`src/rtl/cgol_pkg.sv`:
```
// rtl/cgol_pkg.sv - shared board type, FSM encoding and default seed for the CGOL scheduler
package cgol_pkg;

    localparam int unsigned N_CELLS = 64;

    typedef logic [N_CELLS-1:0] board_t;

    typedef enum logic [2:0] {
        ST_SEED,
        ST_SHOW,
        ST_WAIT_LED,
        ST_HOLD,
        ST_COMPUTE,
        ST_WAIT_ENG,
        ST_COMMIT
    } sched_state_t;

    // Horizontal blinker on row 2, columns 3..5
    localparam board_t DEFAULT_SEED = 64'h0000_0000_0038_0000;

endpackage

```
`src/rtl/cgol_period_timer.sv`:
```
// rtl/cgol_period_timer.sv - generation period timer: restartable, saturates at PERIOD-1
module cgol_period_timer #(
    parameter int unsigned PERIOD = 6_000_000
) (
    input  logic clk,
    input  logic rst_n,
    input  logic i_restart,
    output logic o_expired
);

    localparam int unsigned W = (PERIOD > 1) ? $clog2(PERIOD) : 1;
    localparam logic [W-1:0] LAST = W'(PERIOD - 1);

    logic [W-1:0] count_q;
    logic [W-1:0] count_d;

    always_comb begin
        count_d = count_q;
        if (i_restart) begin
            count_d = '0;
        end else if (count_q < LAST) begin
            count_d = count_q + 1'b1;
        end
    end

    always_ff @(posedge clk or negedge rst_n) begin
        if (!rst_n) begin
            count_q <= '0;
        end else begin
            count_q <= count_d;
        end
    end

    assign o_expired = (count_q >= LAST);

endmodule

```
`src/rtl/cgol_generation_scheduler.sv`:
```
// rtl/cgol_generation_scheduler.sv - sequences seed, compute, commit and LED display of one Life board
module cgol_generation_scheduler
    import cgol_pkg::*;
#(
    parameter int unsigned GEN_PERIOD = 6_000_000,
    parameter board_t      SEED       = DEFAULT_SEED,
    parameter int unsigned TIMEOUT    = 1_000_000
) (
    input  logic               clk,
    input  logic               rst_n,
    input  logic               i_pause,
    input  logic               i_step,
    input  logic               i_reseed,
    output logic               o_eng_start,
    output logic [N_CELLS-1:0] o_board,
    input  logic               i_eng_done,
    input  logic [N_CELLS-1:0] i_eng_board,
    output logic               o_led_start,
    output logic [N_CELLS-1:0] o_led_frame,
    input  logic               i_led_done,
    output logic [15:0]        o_generation,
    output logic               o_stable,
    output logic               o_extinct,
    output logic               o_error
);

    localparam int unsigned TMO_W = (TIMEOUT > 1) ? $clog2(TIMEOUT) : 1;
    localparam logic [TMO_W-1:0] TMO_LAST = TMO_W'(TIMEOUT - 1);

    sched_state_t     state_q, state_d;
    board_t           board_q, board_d;
    board_t           next_q, next_d;
    board_t           frame_q, frame_d;
    logic             led_start_q, led_start_d;
    logic [15:0]      gen_q, gen_d;
    logic             stable_q, stable_d;
    logic             extinct_q, extinct_d;
    logic             error_q, error_d;
    logic             step_pend_q, step_pend_d;
    logic             reseed_pend_q, reseed_pend_d;
    logic [TMO_W-1:0] tmo_q, tmo_d;
    logic             tmr_restart;
    logic             tmr_expired;
    logic             tmo_expired;
    logic             eng_start;

    cgol_period_timer #(
        .PERIOD (GEN_PERIOD)
    ) u_period_timer (
        .clk       (clk),
        .rst_n     (rst_n),
        .i_restart (tmr_restart),
        .o_expired (tmr_expired)
    );

    assign tmo_expired = (tmo_q >= TMO_LAST);

    always_comb begin
        state_d       = state_q;
        board_d       = board_q;
        next_d        = next_q;
        frame_d       = frame_q;
        led_start_d   = 1'b0;
        gen_d         = gen_q;
        stable_d      = stable_q;
        extinct_d     = extinct_q;
        error_d       = error_q;
        // A step only means something while paused; otherwise it is dropped
        step_pend_d   = i_pause ? (step_pend_q | i_step) : 1'b0;
        reseed_pend_d = reseed_pend_q | i_reseed;
        tmo_d         = tmo_expired ? tmo_q : tmo_q + 1'b1;
        tmr_restart   = 1'b0;
        eng_start     = 1'b0;

        case (state_q)
            ST_SEED: begin
                board_d   = SEED;
                gen_d     = '0;
                stable_d  = 1'b0;
                extinct_d = 1'b0;
                state_d   = ST_SHOW;
            end
            ST_SHOW: begin
                frame_d     = board_q;
                led_start_d = 1'b1;
                tmr_restart = 1'b1;
                tmo_d       = '0;
                state_d     = ST_WAIT_LED;
            end
            ST_WAIT_LED: begin
                if (i_led_done) begin
                    state_d = ST_HOLD;
                end else if (tmo_expired) begin
                    error_d = 1'b1;
                    state_d = ST_HOLD;
                end
            end
            ST_HOLD: begin
                if ((tmr_expired && !i_pause) || (i_pause && step_pend_q)) begin
                    step_pend_d = 1'b0;
                    if (reseed_pend_q) begin
                        reseed_pend_d = i_reseed;
                        state_d       = ST_SEED;
                    end else begin
                        state_d = ST_COMPUTE;
                    end
                end
            end
            ST_COMPUTE: begin
                eng_start = 1'b1;
                tmo_d     = '0;
                state_d   = ST_WAIT_ENG;
            end
            ST_WAIT_ENG: begin
                if (i_eng_done) begin
                    next_d  = i_eng_board;
                    state_d = ST_COMMIT;
                end else if (tmo_expired) begin
                    // Engine lost: show the unchanged board again and carry on
                    error_d = 1'b1;
                    state_d = ST_SHOW;
                end
            end
            ST_COMMIT: begin
                stable_d  = (next_q == board_q);
                extinct_d = (next_q == '0);
                board_d   = next_q;
                gen_d     = gen_q + 16'd1;
                state_d   = ST_SHOW;
            end
            default: begin
                state_d = ST_SEED;
            end
        endcase
    end

    always_ff @(posedge clk or negedge rst_n) begin
        if (!rst_n) begin
            state_q       <= ST_SEED;
            board_q       <= SEED;
            next_q        <= '0;
            frame_q       <= '0;
            led_start_q   <= 1'b0;
            gen_q         <= '0;
            stable_q      <= 1'b0;
            extinct_q     <= 1'b0;
            error_q       <= 1'b0;
            step_pend_q   <= 1'b0;
            reseed_pend_q <= 1'b0;
            tmo_q         <= '0;
        end else begin
            state_q       <= state_d;
            board_q       <= board_d;
            next_q        <= next_d;
            frame_q       <= frame_d;
            led_start_q   <= led_start_d;
            gen_q         <= gen_d;
            stable_q      <= stable_d;
            extinct_q     <= extinct_d;
            error_q       <= error_d;
            step_pend_q   <= step_pend_d;
            reseed_pend_q <= reseed_pend_d;
            tmo_q         <= tmo_d;
        end
    end

    // Start pulse is registered so it lines up with the frame it announces
    assign o_led_start  = led_start_q;
    assign o_led_frame  = frame_q;
    assign o_eng_start  = eng_start;
    assign o_board      = board_q;
    assign o_generation = gen_q;
    assign o_stable     = stable_q;
    assign o_extinct    = extinct_q;
    assign o_error      = error_q;

endmodule

```
`config.mk`:
```
export PLATFORM = sky130hd
export DESIGN_NAME = cgol_generation_scheduler
export DESIGN_NICKNAME = d
export VERILOG_FILES = /design/src/rtl/cgol_pkg.sv /design/src/rtl/cgol_period_timer.sv /design/src/rtl/cgol_generation_scheduler.sv
export SDC_FILE = /design/constraint.sdc
export NUM_CORES = 1
export LEC_CHECK = 0
export CORE_UTILIZATION = 55
export CTS_CLUSTER_SIZE = 20
export DETAILED_ROUTE_END_ITERATION = 10
export DONT_BUFFER_PORTS = 1
export GPL_TIMING_DRIVEN = 0
export HOLD_SLACK_MARGIN = 0.08
export PLACE_DENSITY = 0.7
export SLEW_MARGIN = 20
export SYNTH_ARGS = -nofsm -noshare
export SYNTH_HDL_FRONTEND = slang
export SYNTH_SLANG_ARGS = --single-unit
```
`constraint.sdc`:
```
create_clock -name clk -period 3.9 [get_ports clk]
set_input_delay 0.39 -clock clk [delete_from_list [all_inputs] [get_ports clk]]
set_output_delay 0.39 -clock clk [all_outputs]
set_load 0.02 [all_outputs]
```
==> impl_metrics.csv <==
group,metric,value,unit
run_status,status,"finished with violations",
run_status,violations,"hold timing",
logic_synthesis,synth-main-ff-cell,"dfrtp_1",
global_routing,grt_max_degree,261,
clock_tree,cts_buffers,27,
drt,drtIter0Drc,534,
clock_tree,post_cts_resized,0,
logic_synthesis,synthTopCellsByCount,"dfrtp_1 (257), nand2_1 (227), mux2_2 (64), a22o_1 (62), xor2_1 (54)",
setup_path,crit_fanout,10,
global_routing,grt_pass1_wl,48.1,mm
setup_path,timing_worst_setup_path_type,"flip-flop to flip-flop",
finish,design_area,13400,um^2
timing,fmax,370,MHz
timing,worstMarginPinSlew,964,ps
logic_synthesis,syn_nets,1116,
logic_synthesis,synth_most_common_cell,"dfrtp_1",
logic_synthesis,synth_top_area_share,56.3,%
logic_synthesis,synthArstFlopShare,100,%
timing,period_needed,2700,ps
setup_path,r2r-start,"state_q[0]$_DFFE_PN0P_",
finish,drive_above_1_share,12.1,%
timing,hold_violations,260,
setup_path,r2r_slack,1200,ps
setup_path,rr_endpoint,"o_generation[0]$_DFFE_PN0P_",
global_routing,grt.overflow.total,0,
timing,fin_skew,9.09,ps
drt,drc_errors,0,
job,cap_viol_max_count,0,
placed_design,place_ws,1230,ps
floorplan,fp.coreArea,20300,um^2
global_routing,first_global_vias,8622,
logic_synthesis,ys_top_cells_by_area,"dfrtp_1 (56%), nand2_1 (7.5%), mux2_2 (6.3%)",
timing,drv_slew,0,
drt,vias,8463,
finish,instances_no_fill,1430,
logic_synthesis,avgSynthCellArea,11.0,um^2
drt,routedWlPerCell,21.3,um
placed_design,io_buffer_count,0,
logic_synthesis,netlist_instances,1042,
timing,max_slew_margin,35.6,%
logic_synthesis,yosysUniqueCellTypes,64,
drt,vias_per_cell,5.92,
logic_synthesis,post-synth-top-area-cell,"dfrtp_1",
power_and_ir_drop,p_leak,0.00640,uW
clock_tree,root_buffer,"clkbuf_16",
floorplan,die_h,146,um
drt,ant_nets,0,
drt,first_pass_iters,5,
clock_tree,post-cts-setup-buffer-count,0,
setup_path,r2r_cells,8,
floorplan,start_util,56.3,%
finish,fin_nets,1212,
placed_design,place.gp.congestion,0.913,
timing,worst_hold_slack,-440,ps
logic_synthesis,yosysSeqAreaShare,57.0,%
clock_tree,clockBufferDepth,3,
global_routing,grtUsageTotal,28.8,%
logic_synthesis,mappedNetlistArea,11400,um^2
clock_tree,cts_hold_buf,67,
setup_path,crit_required,4340,ps
finish,syn2layout_area_growth,17.5,%
floorplan,rows,52,
min_path,min_path_type,"primary input to async pin",
setup_path,critical_path.endpoint_type,"flip-flop",
placed_design,placed_area,11800,um^2
timing,fin_tns_setup,0,ps
floorplan,io_pins,220,
power_and_ir_drop,peakVddDrop,0.483,mV
timing,worst_slack,1200,ps
power_and_ir_drop,power_density,769,nW/um^2
clock_tree,clock_sink_count,260,
clock_tree,clk_pin_slew_worst_paths,60,ps
timing,rsz0062_at_grt,"no",
setup_path,start_kind,"flip-flop",
clock_tree,htreeDepth,1,
floorplan,die_x,146,um
clock_tree,cts_tree,"built",
placed_design,dp.cells,1312,
setup_path,cp.arrival,3140,ps
logic_synthesis,synth_seq_cells,260,
timing,fin_crit_sh,69.2,%
logic_synthesis,synth_warnings,0,
logic_synthesis,synth_edf_count,0,
placed_design,place_hpwl,21.0,mm
clock_tree,clkLatencyLatePin,530,ps
drt,wl,30.4,mm
floorplan,die_area,21400,um^2
global_routing,antenna_found_initial,2,
timing,setup_violations,0,
## placed cells by master, fill, tap and decap left out, types with 4 or more instances in the layout
cell           count
nand4_1           31
nand3_1           24
xor2_1            54
bufinv_16          7
o22a_1             4
dlygate4sd3_1     67
a31oi_1            5
clkbuf_1          43
or3_1              7
and3_1            14
mux2_2            64
o21ai_0           30
nor4_1            23
a21oi_1           13
a22o_1            62
nor3_1             9
buf_2              4
nand2_1          227
xnor2_1           43
nor2_1            45
clkinvlp_4         4
inv_1              4
clkbuf_16         27
dfrtp_1          257
and4_1             6
o2111ai_1          5
clkbuf_8           4
## worst max-delay path, cell delays in order, from the launching register on
cell and delay, ps:
dfrtp_1 350, clkbuf_1 320, or3_1 160, clkbuf_1 400, and2_1 200, clkbuf_1 400
clkbuf_1 570, nand2_1 100, o21ai_0 100
## layer usage
layer	vias up	track usage, %	routed length (um)
met3	66	6.44	2180
met4	0	11.0	1070
met1	4209	37.8	12800
li1	3855	-	-
met5	-	0	0
met2	333	46.8	14400
## per-stage QoR
stage               power (uW)  util (%)
floorplan                 6460         -
global placement          7330      58.0
detailed placement        7410      58.0
CTS                      10400      66.1
global route             10800      66.2
finish                   10300      66.2
## report_power, final
group | leakage, uW | total [uW] | switching (uW) | internal (uW)
combinational | 0.00240 | 2390 | 1280 | 1110
sequential | 0.00353 | 5080 | 1560 | 3520
clock | 0.000472 | 2850 | 1090 | 1760
## worst max-delay path by stage
stage,to,startpoint,slack (ps)
after floorplan,u_period_timer.count_q[9]$_DFFE_PN0P_,u_period_timer.count_q[13]$_DFFE_PN0P_,1870
after global placement,o_board[62]$_DFFE_PN0P_,state_q[0]$_DFFE_PN0P_,1310
after detailed placement,o_generation[0]$_DFFE_PN0P_,state_q[0]$_DFFE_PN0P_,1230
after CTS,o_generation[0]$_DFFE_PN0P_,state_q[0]$_DFFE_PN0P_,1240
after global routing,o_generation[3]$_DFFE_PN0P_,state_q[0]$_DFFE_PN0P_,1060
final,o_generation[0]$_DFFE_PN0P_,state_q[0]$_DFFE_PN0P_,1200
## flip-flops by register name, indices dropped and copies added (netlist names)
signal,cells
next_q,64
o_board,64
o_led_frame,64
u_period_timer.count_q,23
tmo_q,20
o_generation,16
state_q,3
o_error,1
o_extinct,1
o_led_start,1
o_stable,1
reseed_pend_q,1
step_pend_q,1
## logic make-up after synthesis
kind of cell               synth area share [%]
DFF                                        57.0
buffers and inverters                      2.28
adders and majority gates                 0.329
muxes                                      6.57
AOI/OAI and AO/OA                          9.19
xor gates and xnor gates                   7.43
and+or+nand+nor                            17.2
## cell type report
cell class / count / area, um^2
tap: 270 / 338
buffer: 52 / 241
antenna: 2 / 5.00
multi-input combinational: 725 / 4660
fill: 1602 / 6870
timing repair buffer: 67 / 671
clock buffer: 31 / 701
inverter: 5 / 18.8
sequential: 260 / 6510
clock inverter: 18 / 290
Power figures use the tool's default switching activity.
